==> src/rtl/wddl_xor3_arb.sv <==
// wddl_xor3_arb: round-robin arbiter and WDDL precharge/evaluate sequencer sharing one 3-input dual-rail XOR
// ports: clk_in/rst_in (sync, active high); req_in per requester; d{0,1,2}_{p,n}_in operand rails, requester i at [8i+7:8i];
// gnt_out one-hot grant in EVAL/RESP; ack_out one-cycle completion; d_p_out/d_n_out result rails, 0/0 outside RESP;
// busy_out high except in ARB; err_out sticky dual-rail violation flag
module wddl_xor3_8 (
    input  logic [7:0] a_p_i,
    input  logic [7:0] a_n_i,
    input  logic [7:0] b_p_i,
    input  logic [7:0] b_n_i,
    input  logic [7:0] c_p_i,
    input  logic [7:0] c_n_i,
    output logic [7:0] y_p_o,
    output logic [7:0] y_n_o
);
    logic [7:0] t_p, t_n;
    assign t_p   = (a_p_i & b_n_i) | (a_n_i & b_p_i);
    assign t_n   = (a_p_i & b_p_i) | (a_n_i & b_n_i);
    assign y_p_o = (t_p & c_n_i) | (t_n & c_p_i);
    assign y_n_o = (t_p & c_p_i) | (t_n & c_n_i);
endmodule

module wddl_xor3_arb #(
    parameter int NREQ    = 2,
    parameter int PRE_CYC = 1
) (
    input  logic              clk_in,
    input  logic              rst_in,
    input  logic [NREQ-1:0]   req_in,
    input  logic [8*NREQ-1:0] d0_p_in,
    input  logic [8*NREQ-1:0] d0_n_in,
    input  logic [8*NREQ-1:0] d1_p_in,
    input  logic [8*NREQ-1:0] d1_n_in,
    input  logic [8*NREQ-1:0] d2_p_in,
    input  logic [8*NREQ-1:0] d2_n_in,
    output logic [NREQ-1:0]   gnt_out,
    output logic [NREQ-1:0]   ack_out,
    output logic [7:0]        d_p_out,
    output logic [7:0]        d_n_out,
    output logic              busy_out,
    output logic              err_out
);
    localparam int IW = $clog2(NREQ);
    localparam int PW = PRE_CYC > 1 ? $clog2(PRE_CYC) : 1;
    typedef enum logic [1:0] {PRE, ARB, EVAL, RESP} state_e;
    state_e          state_q, state_d;
    logic [PW-1:0]   pre_q, pre_d;
    logic [IW-1:0]   rr_q, rr_d, win, j;
    logic [NREQ-1:0] gnt_q, gnt_d;
    logic [47:0]     op_q, op_d;
    logic [7:0]      res_p_q, res_p_d, res_n_q, res_n_d, y_p, y_n;
    logic            err_q, err_d, found, bad;
    always_comb begin
        win   = rr_q;
        found = 1'b0;
        j     = '0;
        for (int k = 1; k <= NREQ; k++) begin
            j = IW'((int'(rr_q) + k) % NREQ);
            if (!found && req_in[j]) begin
                found = 1'b1;
                win   = j;
            end
        end
    end
    // operand regs hold {d0p,d0n,d1p,d1n,d2p,d2n}; nonzero only during EVAL
    wddl_xor3_8 u_xor (
        .a_p_i(op_q[47:40]), .a_n_i(op_q[39:32]),
        .b_p_i(op_q[31:24]), .b_n_i(op_q[23:16]),
        .c_p_i(op_q[15:8]),  .c_n_i(op_q[7:0]),
        .y_p_o(y_p),         .y_n_o(y_n)
    );
    assign bad = |(~(op_q[47:40] ^ op_q[39:32])) | |(~(op_q[31:24] ^ op_q[23:16])) | |(~(op_q[15:8] ^ op_q[7:0]));
    always_comb begin
        state_d = state_q;
        pre_d   = pre_q;
        rr_d    = rr_q;
        gnt_d   = gnt_q;
        op_d    = '0;
        res_p_d = res_p_q;
        res_n_d = res_n_q;
        err_d   = err_q;
        case (state_q)
            PRE: begin
                state_d = pre_q == '0 ? ARB : PRE;
                pre_d   = pre_q == '0 ? pre_q : pre_q - 1'b1;
            end
            ARB: if (found) begin
                state_d = EVAL;
                gnt_d   = NREQ'(1) << win;
                rr_d    = win;
                op_d    = {d0_p_in[{win, 3'b000} +: 8], d0_n_in[{win, 3'b000} +: 8],
                           d1_p_in[{win, 3'b000} +: 8], d1_n_in[{win, 3'b000} +: 8],
                           d2_p_in[{win, 3'b000} +: 8], d2_n_in[{win, 3'b000} +: 8]};
            end
            EVAL: begin
                state_d = RESP;
                res_p_d = y_p;
                res_n_d = y_n;
                err_d   = err_q | bad;
            end
            default: begin
                state_d = PRE;
                pre_d   = PW'(PRE_CYC - 1);
                gnt_d   = '0;
                res_p_d = '0;
                res_n_d = '0;
            end
        endcase
    end
    always_ff @(posedge clk_in) begin
        if (rst_in) begin
            state_q <= PRE;
            pre_q   <= PW'(PRE_CYC - 1);
            rr_q    <= IW'(NREQ - 1);
            gnt_q   <= '0;
            op_q    <= '0;
            res_p_q <= '0;
            res_n_q <= '0;
            err_q   <= 1'b0;
        end else begin
            state_q <= state_d;
            pre_q   <= pre_d;
            rr_q    <= rr_d;
            gnt_q   <= gnt_d;
            op_q    <= op_d;
            res_p_q <= res_p_d;
            res_n_q <= res_n_d;
            err_q   <= err_d;
        end
    end
    assign gnt_out  = gnt_q;
    assign ack_out  = state_q == RESP ? gnt_q : '0;
    assign d_p_out  = res_p_q;
    assign d_n_out  = res_n_q;
    assign busy_out = state_q != ARB;
    assign err_out  = err_q;
endmodule

==> config.mk <==
export PLATFORM = sky130hd
export DESIGN_NAME = wddl_xor3_arb
export DESIGN_NICKNAME = d
export VERILOG_FILES = /design/src/rtl/wddl_xor3_arb.sv
export SDC_FILE = /design/constraint.sdc
export NUM_CORES = 1
export LEC_CHECK = 0
export BUFFER_PORTS_ARGS = -buffer_cell sky130_fd_sc_hd__buf_4
export CORE_ASPECT_RATIO = 0.75
export CORE_MARGIN = 1
export CORE_UTILIZATION = 35
export CTS_BUF_LIST = sky130_fd_sc_hd__clkbuf_2
export CTS_CLUSTER_SIZE = 12
export DETAILED_ROUTE_END_ITERATION = 16
export GPL_ROUTABILITY_DRIVEN = 0
export SYNTH_ARGS = -nofsm -noshare
export SYNTH_HDL_FRONTEND = slang
export SYNTH_HIERARCHICAL = 1
export SYNTH_SLANG_ARGS = --single-unit
==> constraint.sdc <==
create_clock -name clk_in -period 1.69 [get_ports clk_in]
set_input_delay 0.507 -clock clk_in [delete_from_list [all_inputs] [get_ports clk_in]]
set_output_delay 0.507 -clock clk_in [all_outputs]
set_load 0.01 [all_outputs]
==> reports/summary.txt, run 1 <==
GR Util All Layers - 17.61%
Post-synth EDFFs - 0
dpl hpwl - 6337 um
WS Path Type - reg -> out
via count - 2961
Clock Latency Late Sink - 0.50 ns
most frequent cells after synthesis - nand2_1, dfxtp_1, a21oi_1
worst vdd ir - 411.1 uV
Area after DPL - 4213 sq um
Final nets - 605
Starting Density - 37.17%
Slew @ Worst Pin - 0.4907 ns
first-pass GRT wire length - 13250 um
Yosys top cell by area - dfxtp_1
Yosys warnings - 6
DRT Pass-1 Iters - 4
CTS Buffer Depth - 2
vias in the first global route - 2757
antenna viol nets, final - 0
CTS hold repair buffers - 0
cell with the most instances after synthesis - nand2_1
initial antenna violation count - 0
Most used DFF post-synth - dfxtp_1
PortBufs - 121
Tcrit/Tclk final - 109.0%
final hold violation count - 0
I/O pin count - 122
Synthesized Nets - 487
violated checks - setup timing
Final setup violation count - 3
H-Tree Depth - 3
final wirelength - 8286 um
status - finished with violations
vias per cell - 4.822
P&R area growth vs syn - 34.75%
Slew Limit Headroom - 67.29%
GRT Residual Overflow - 0
clock transition at the registers of the reported paths - 0.19 ns
CTS tree - yes
max_cap viols - 0
Critical Path Start Type - register
Clock Skew - 0.02694 ns
ant diodes - 0
row count - 29
buffer and inverter count on the worst path - 1
Synth Area per Inst - 8.451 sq um
ordered list of cells on the worst path - ha_4 > and2_4 > buf_6
# fillers - 864
post-route cell area - 4362 sq um
critical path peak fanout - 4
DR WL/cell - 13.50 um
ys async rst share - 0%
Max Freq - 542.8 MHz
power per cell area - 947.4 nW/um^2
RSZ-0062 raised after global routing - yes
Seq cells post-synth - 70
worst min path class - in -> reg
Final Max Slew Viols - 0
Netlist cell types - 32
Worst Slack Setup Final - -0.1521 ns
LEAKAGE - 1.993 nW
Die ar. - 9641 sq um
cell family with most CP delay - flip-flops
Pwr Total - 4.132 mW
Starting DRT DRC Count - 153
layout cells sized above 1 - 37.15%
buffer type at the clock tree root - clkbuf_2
Worst EP arrival - 1.34 ns
Worst Path Required - 1.18 ns
post-synth top area share - 43.29%
overall die height - 85.29 um
sequential fraction of the synthesis area - 43.29%
Worst path max stage delay - 0.41 ns
DR DRC count - 0
CP endpoint kind - output port
largest net degree at the start of global routing - 50
final core occ - 50.09%
Post-Syn Instances - 383
top cells by area, synth - dfxtp_1, nand2_1, a21oi_1, a22o_1, xor2_1
slowest stage cell, crit path - dfxtp_4
Tmin final - 1.842 ns
clock sinks - 70
DIE WIDTH - 113.0 um
Synth Cell Area - 3237 sq um
cts bufs inserted - 9
core area - 8708 sq um
[kinds of logic after synthesis]
logic type / Yosys count / synth area share, %
AOI/OAI and AO/OA: 104 / 22.85
xor gates and xnor gates: 24 / 6.494
adders and majority gates: 4 / 1.546
buffers and inverters: 26 / 4.715
DFF: 70 / 43.29
muxes: 3 / 1.469
and+or+nand+nor: 152 / 19.64
[through the flow]
stage | hold slack, ns | setup TNS, ns | std cells | setup slack (ns)
2_1_floorplan | 0.4762 | 0 | 383 | 0.2021
3_3_place_gp | 0.4420 | 0 | 596 | 0.1016
3_5_place_dp | 0.4488 | 0 | 596 | 0.09605
4_1_cts | 0.1902 | -0.5275 | 614 | -0.1818
5_1_grt | 0.1839 | -0.7165 | 614 | -0.2494
6_report | 0.2285 | -0.4188 | 614 | -0.1521
[worst min-delay path, cell delays in order]
cell     delay (ns)
buf_4          0.11
nand2_1        0.05
a21oi_1        0.05
[cell usage in the layout (no fill, tap or decap), drive strengths merged]
cell type,synthesis,final
ha,4,4
a31oi,2,2
mux2i,2,2
and2,2,2
nor3,4,4
a22o,32,32
mux2,1,1
nor2,7,7
o21ai,1,1
buf,14,129
a22oi,2,2
nand3,17,17
inv,4,4
nand4,5,5
or2,3,3
xnor2,1,1
xor2,23,23
clkinvlp,0,1
clkinv,0,4
nand2,112,112
nand2b,1,1
nor3b,1,1
a21oi,66,66
o21bai,1,1
clkbuf,8,11
dfxtp,70,70
[state kept, by name, summed over array words and instances, names as in the netlist]
signal,count
op_q,48
d_n_out,8
d_p_out,8
gnt_out,2
state_q,2
err_out,1
rr_q,1
[path summary, 6_finish.rpt]
check                           startpoint          to  slack (ns)  cells after the start
worst max-delay path            state_q[1]  ack_out[1]       -0.15                      3
worst min-delay path            d1_n_in[0]    op_q[16]        0.23                      3
worst max register to register  state_q[0]    op_q[44]        0.15                      7
worst min register to register  d_n_out[2]  d_n_out[2]        0.47                      2
[report_power, final]
part	switching (mW)	internal, mW	total, mW
clock	0.557	0.194	0.751
sequential	0.175	1.83	2.00
combinational	0.783	0.597	1.38
total	1.51	2.62	4.13
[area by class of cell]
type | count | area [sq um] | area share (%)
multi-input combinational | 287 | 1713 | 39.27
clock buffer | 11 | 55.05 | 1.262
inverter | 4 | 15.01 | 0.3442
sequential | 70 | 1409 | 32.30
tap | 108 | 135.1 | 3.098
timing repair buffer | 129 | 1008 | 23.12
clock inverter | 5 | 26.28 | 0.6024
[metal layers]
layer | global-route usage (%) | vias up | part of all wire [%]
li1 | - | 1544 | -
met1 | 23.67 | 1327 | 49
met2 | 27.50 | 86 | 45
met3 | 5.929 | 4 | 5.6
met4 | 3.589 | 0 | 0.39
met5 | 0 | - | 0
[timing repair]
item                                    in CTS  in global routing
buffers inserted                             2                  0
pin swaps                                    0                  1
gates resized for setup                     12                  4
gates cloned                                 0                  0
endpoints found under the setup margin       3                  3
No activity file was read; power rests on OpenSTA's default activity.
==> run 2: changes to the inputs <==
CORE_MARGIN = not set   (was 1)
SYNTH_HIERARCHICAL = not set   (was 1)
==> run 2 against run 1 <==
Effect of this change:
- highest routed layer unchanged
- the flow still finishes with violations (setup timing)
- critical path type unchanged
- first-iteration DRC count fell by 13%
- flip-flop and latch count did not move
- final area rose by 4.8%
- largest power group unchanged
- global-route usage barely moved
- via count barely moved
- setup slack improved by 0.020 ns
==> reports/summary.txt, run 2 <==
Worst Setup SP - state_q[0]
GRT Residual Overflow - 0
Synth Area per Inst - 9.049 sq um
CTS Buffer Depth - 2
post-synth top area share - 42.31%
CTS tree - yes
dpl hpwl - 6607 um
max_cap viols - 0
cts bufs inserted - 9
Final Max Slew Viols - 0
ordered list of cells on the worst path - ha_4 > and2_4 > buf_6
# fillers - 916
most frequent cells after synthesis - nand2_1, dfxtp_1, a22o_1
Netlist cell types - 34
most common cell after layout, fill and taps aside - buf_4
DR WL/cell - 13.46 um
largest net degree at the start of global routing - 49
DR DRC count - 0
Slew Limit Headroom - 77.17%
first-pass GRT wire length - 13320 um
clock transition at the registers of the reported paths - 0.19 ns
Largest Register - op_q
P&R area growth vs syn - 38.04%
sequential fraction of the synthesis area - 42.31%
top cells by area, synth - dfxtp_1, nand2_1, a22o_1, xor2_1, a21oi_2
Clk network pwr share - 25.0%
Sequential Power Share - 42.2%
H-Tree Depth - 3
I/O pin count - 122
slowest stage cell, crit path - dfxtp_4
Seq cells post-synth - 70
final wirelength - 8411 um
leading cell types in the layout, fill and taps excluded - buf_4, nand2_1, dfxtp_1
Tmin final - 1.823 ns
reg2reg start - state_q[0]
PortBufs - 121
Synth Cell Area - 3312 sq um
overall die height - 86.25 um
Synthesized Nets - 470
Tcrit/Tclk final - 107.8%
hold_sp - rst_in
Max Freq - 548.7 MHz
Critical Path Start Type - register
vias per cell - 4.741
ant diodes - 0
row count - 30
antenna viol nets, final - 0
Post-Syn Instances - 366
Post-synth EDFFs - 0
GR Util All Layers - 17.60%
final hold violation count - 0
DIE WIDTH - 114.3 um
WS Path Type - reg -> out
Worst Slack Setup Final - -0.1325 ns
ys async rst share - 0%
Worst path max stage delay - 0.41 ns
Net Sw Frac - 33.57%
core area - 9121 sq um
max FFs per register - 48
initial antenna violation count - 0
Yosys top cell by area - dfxtp_1
vias in the first global route - 2873
Final setup violation count - 3
RSZ-0062 raised after global routing - yes
worst hold margin - 0.2137 ns
Starting Density - 36.31%
CTS hold repair buffers - 0
Yosys warnings - 0
switching power - 1.601 mW
violated checks - setup timing
Final nets - 596
internal power - 3.169 mW
via count - 2963
CP endpoint kind - output port
buffer type at the clock tree root - clkbuf_2
Slew @ Worst Pin - 0.3409 ns
Min-Delay Path Depth - 2
power per cell area - 1044 nW/um^2
worst vdd ir - 443.1 uV
Worst Path Required - 1.18 ns
DRT Pass-1 Iters - 5
clock sinks - 70
worst min path class - in -> reg
Clock Skew - 0.02131 ns
Worst EP arrival - 1.32 ns
LEAKAGE - 2.078 nW
Most used DFF post-synth - dfxtp_1
status - finished with violations
Clock Latency Late Sink - 0.48 ns
layout cells sized above 1 - 41.25%
Pwr Total - 4.771 mW
path depth of the worst reg2reg path - 7
Comb power frac - 32.8%
critical path peak fanout - 3
Die ar. - 9860 sq um
Starting DRT DRC Count - 133
cell with the most instances after synthesis - nand2_1
## run 2: area by class of cell
class	instances	area, sq um	area share (%)
timing repair buffer	135	1079	23.59
tap	128	160.2	3.503
clock buffer	9	45.04	0.9852
clock inverter	7	112.6	2.463
multi-input combinational	272	1749	38.26
sequential	70	1409	30.82
inverter	4	17.52	0.3831
## run 2: worst paths after layout
path                end  slack, ns
max          ack_out[1]      -0.13
min          state_q[1]       0.21
max reg2reg  d_n_out[0]       0.10
min reg2reg  d_n_out[2]       0.54
## run 2: power by group through the flow
stage               combinational (mW)  sequential [mW]  clock, mW
CTS                               1.47             2.00       1.23
global route                      1.74             2.04       1.29
detailed placement                1.39             2.02          0
floorplan                         1.10             1.98          0
finish                            1.56             2.01       1.19
global placement                  1.37             2.01          0
## run 2: cell families after synthesis
group           synth area share, %
simple gates                  18.21
compound gates                25.24
flops                         42.31
xor+xnor                      6.347
buf+inv                       6.082
fa+ha+maj                     1.511
mux                          0.3022
## run 2: per-stage QoR
| stage | util (%) | setup TNS (ns) | cell area, sq um | std cells | worst slack (ns) |
|---|---|---|---|---|---|
| after floorplan | - | 0 | 3312 | 366 | 0.1863 |
| after global placement | 47.05 | 0 | 4292 | 602 | 0.1465 |
| after detailed placement | 47.05 | 0 | 4292 | 602 | 0.09855 |
| after CTS | 49.49 | -0.4912 | 4514 | 621 | -0.1711 |
| after global routing | 50.12 | -0.5676 | 4572 | 625 | -0.2091 |
| final | 50.12 | -0.3374 | 4572 | 625 | -0.1325 |
## run 2: routing by layer
| layer | wire, um | vias up | GRT usage [%] |
|---|---|---|---|
| met1 | 4081 | 1355 | 23.17 |
| met5 | 0 | - | 0 |
| met2 | 3735 | 93 | 28.10 |
| li1 | - | 1511 | - |
| met3 | 546 | 4 | 5.105 |
| met4 | 47 | 0 | 5.077 |
## run 2: worst max-delay path: cells and delay by family (launching register included)
family	cells	cell delay, ns
and+or+nand+nor	1	0.15
adders and majority gates	1	0.16
buffers and inverters	1	0.11
DFF	1	0.41
## run 2: what timing repair did
item,in CTS,in global routing
buffers inserted,4,4
resized for setup,12,6
gates cloned,0,0
pin swaps,1,3
setup endpoints to repair,3,19
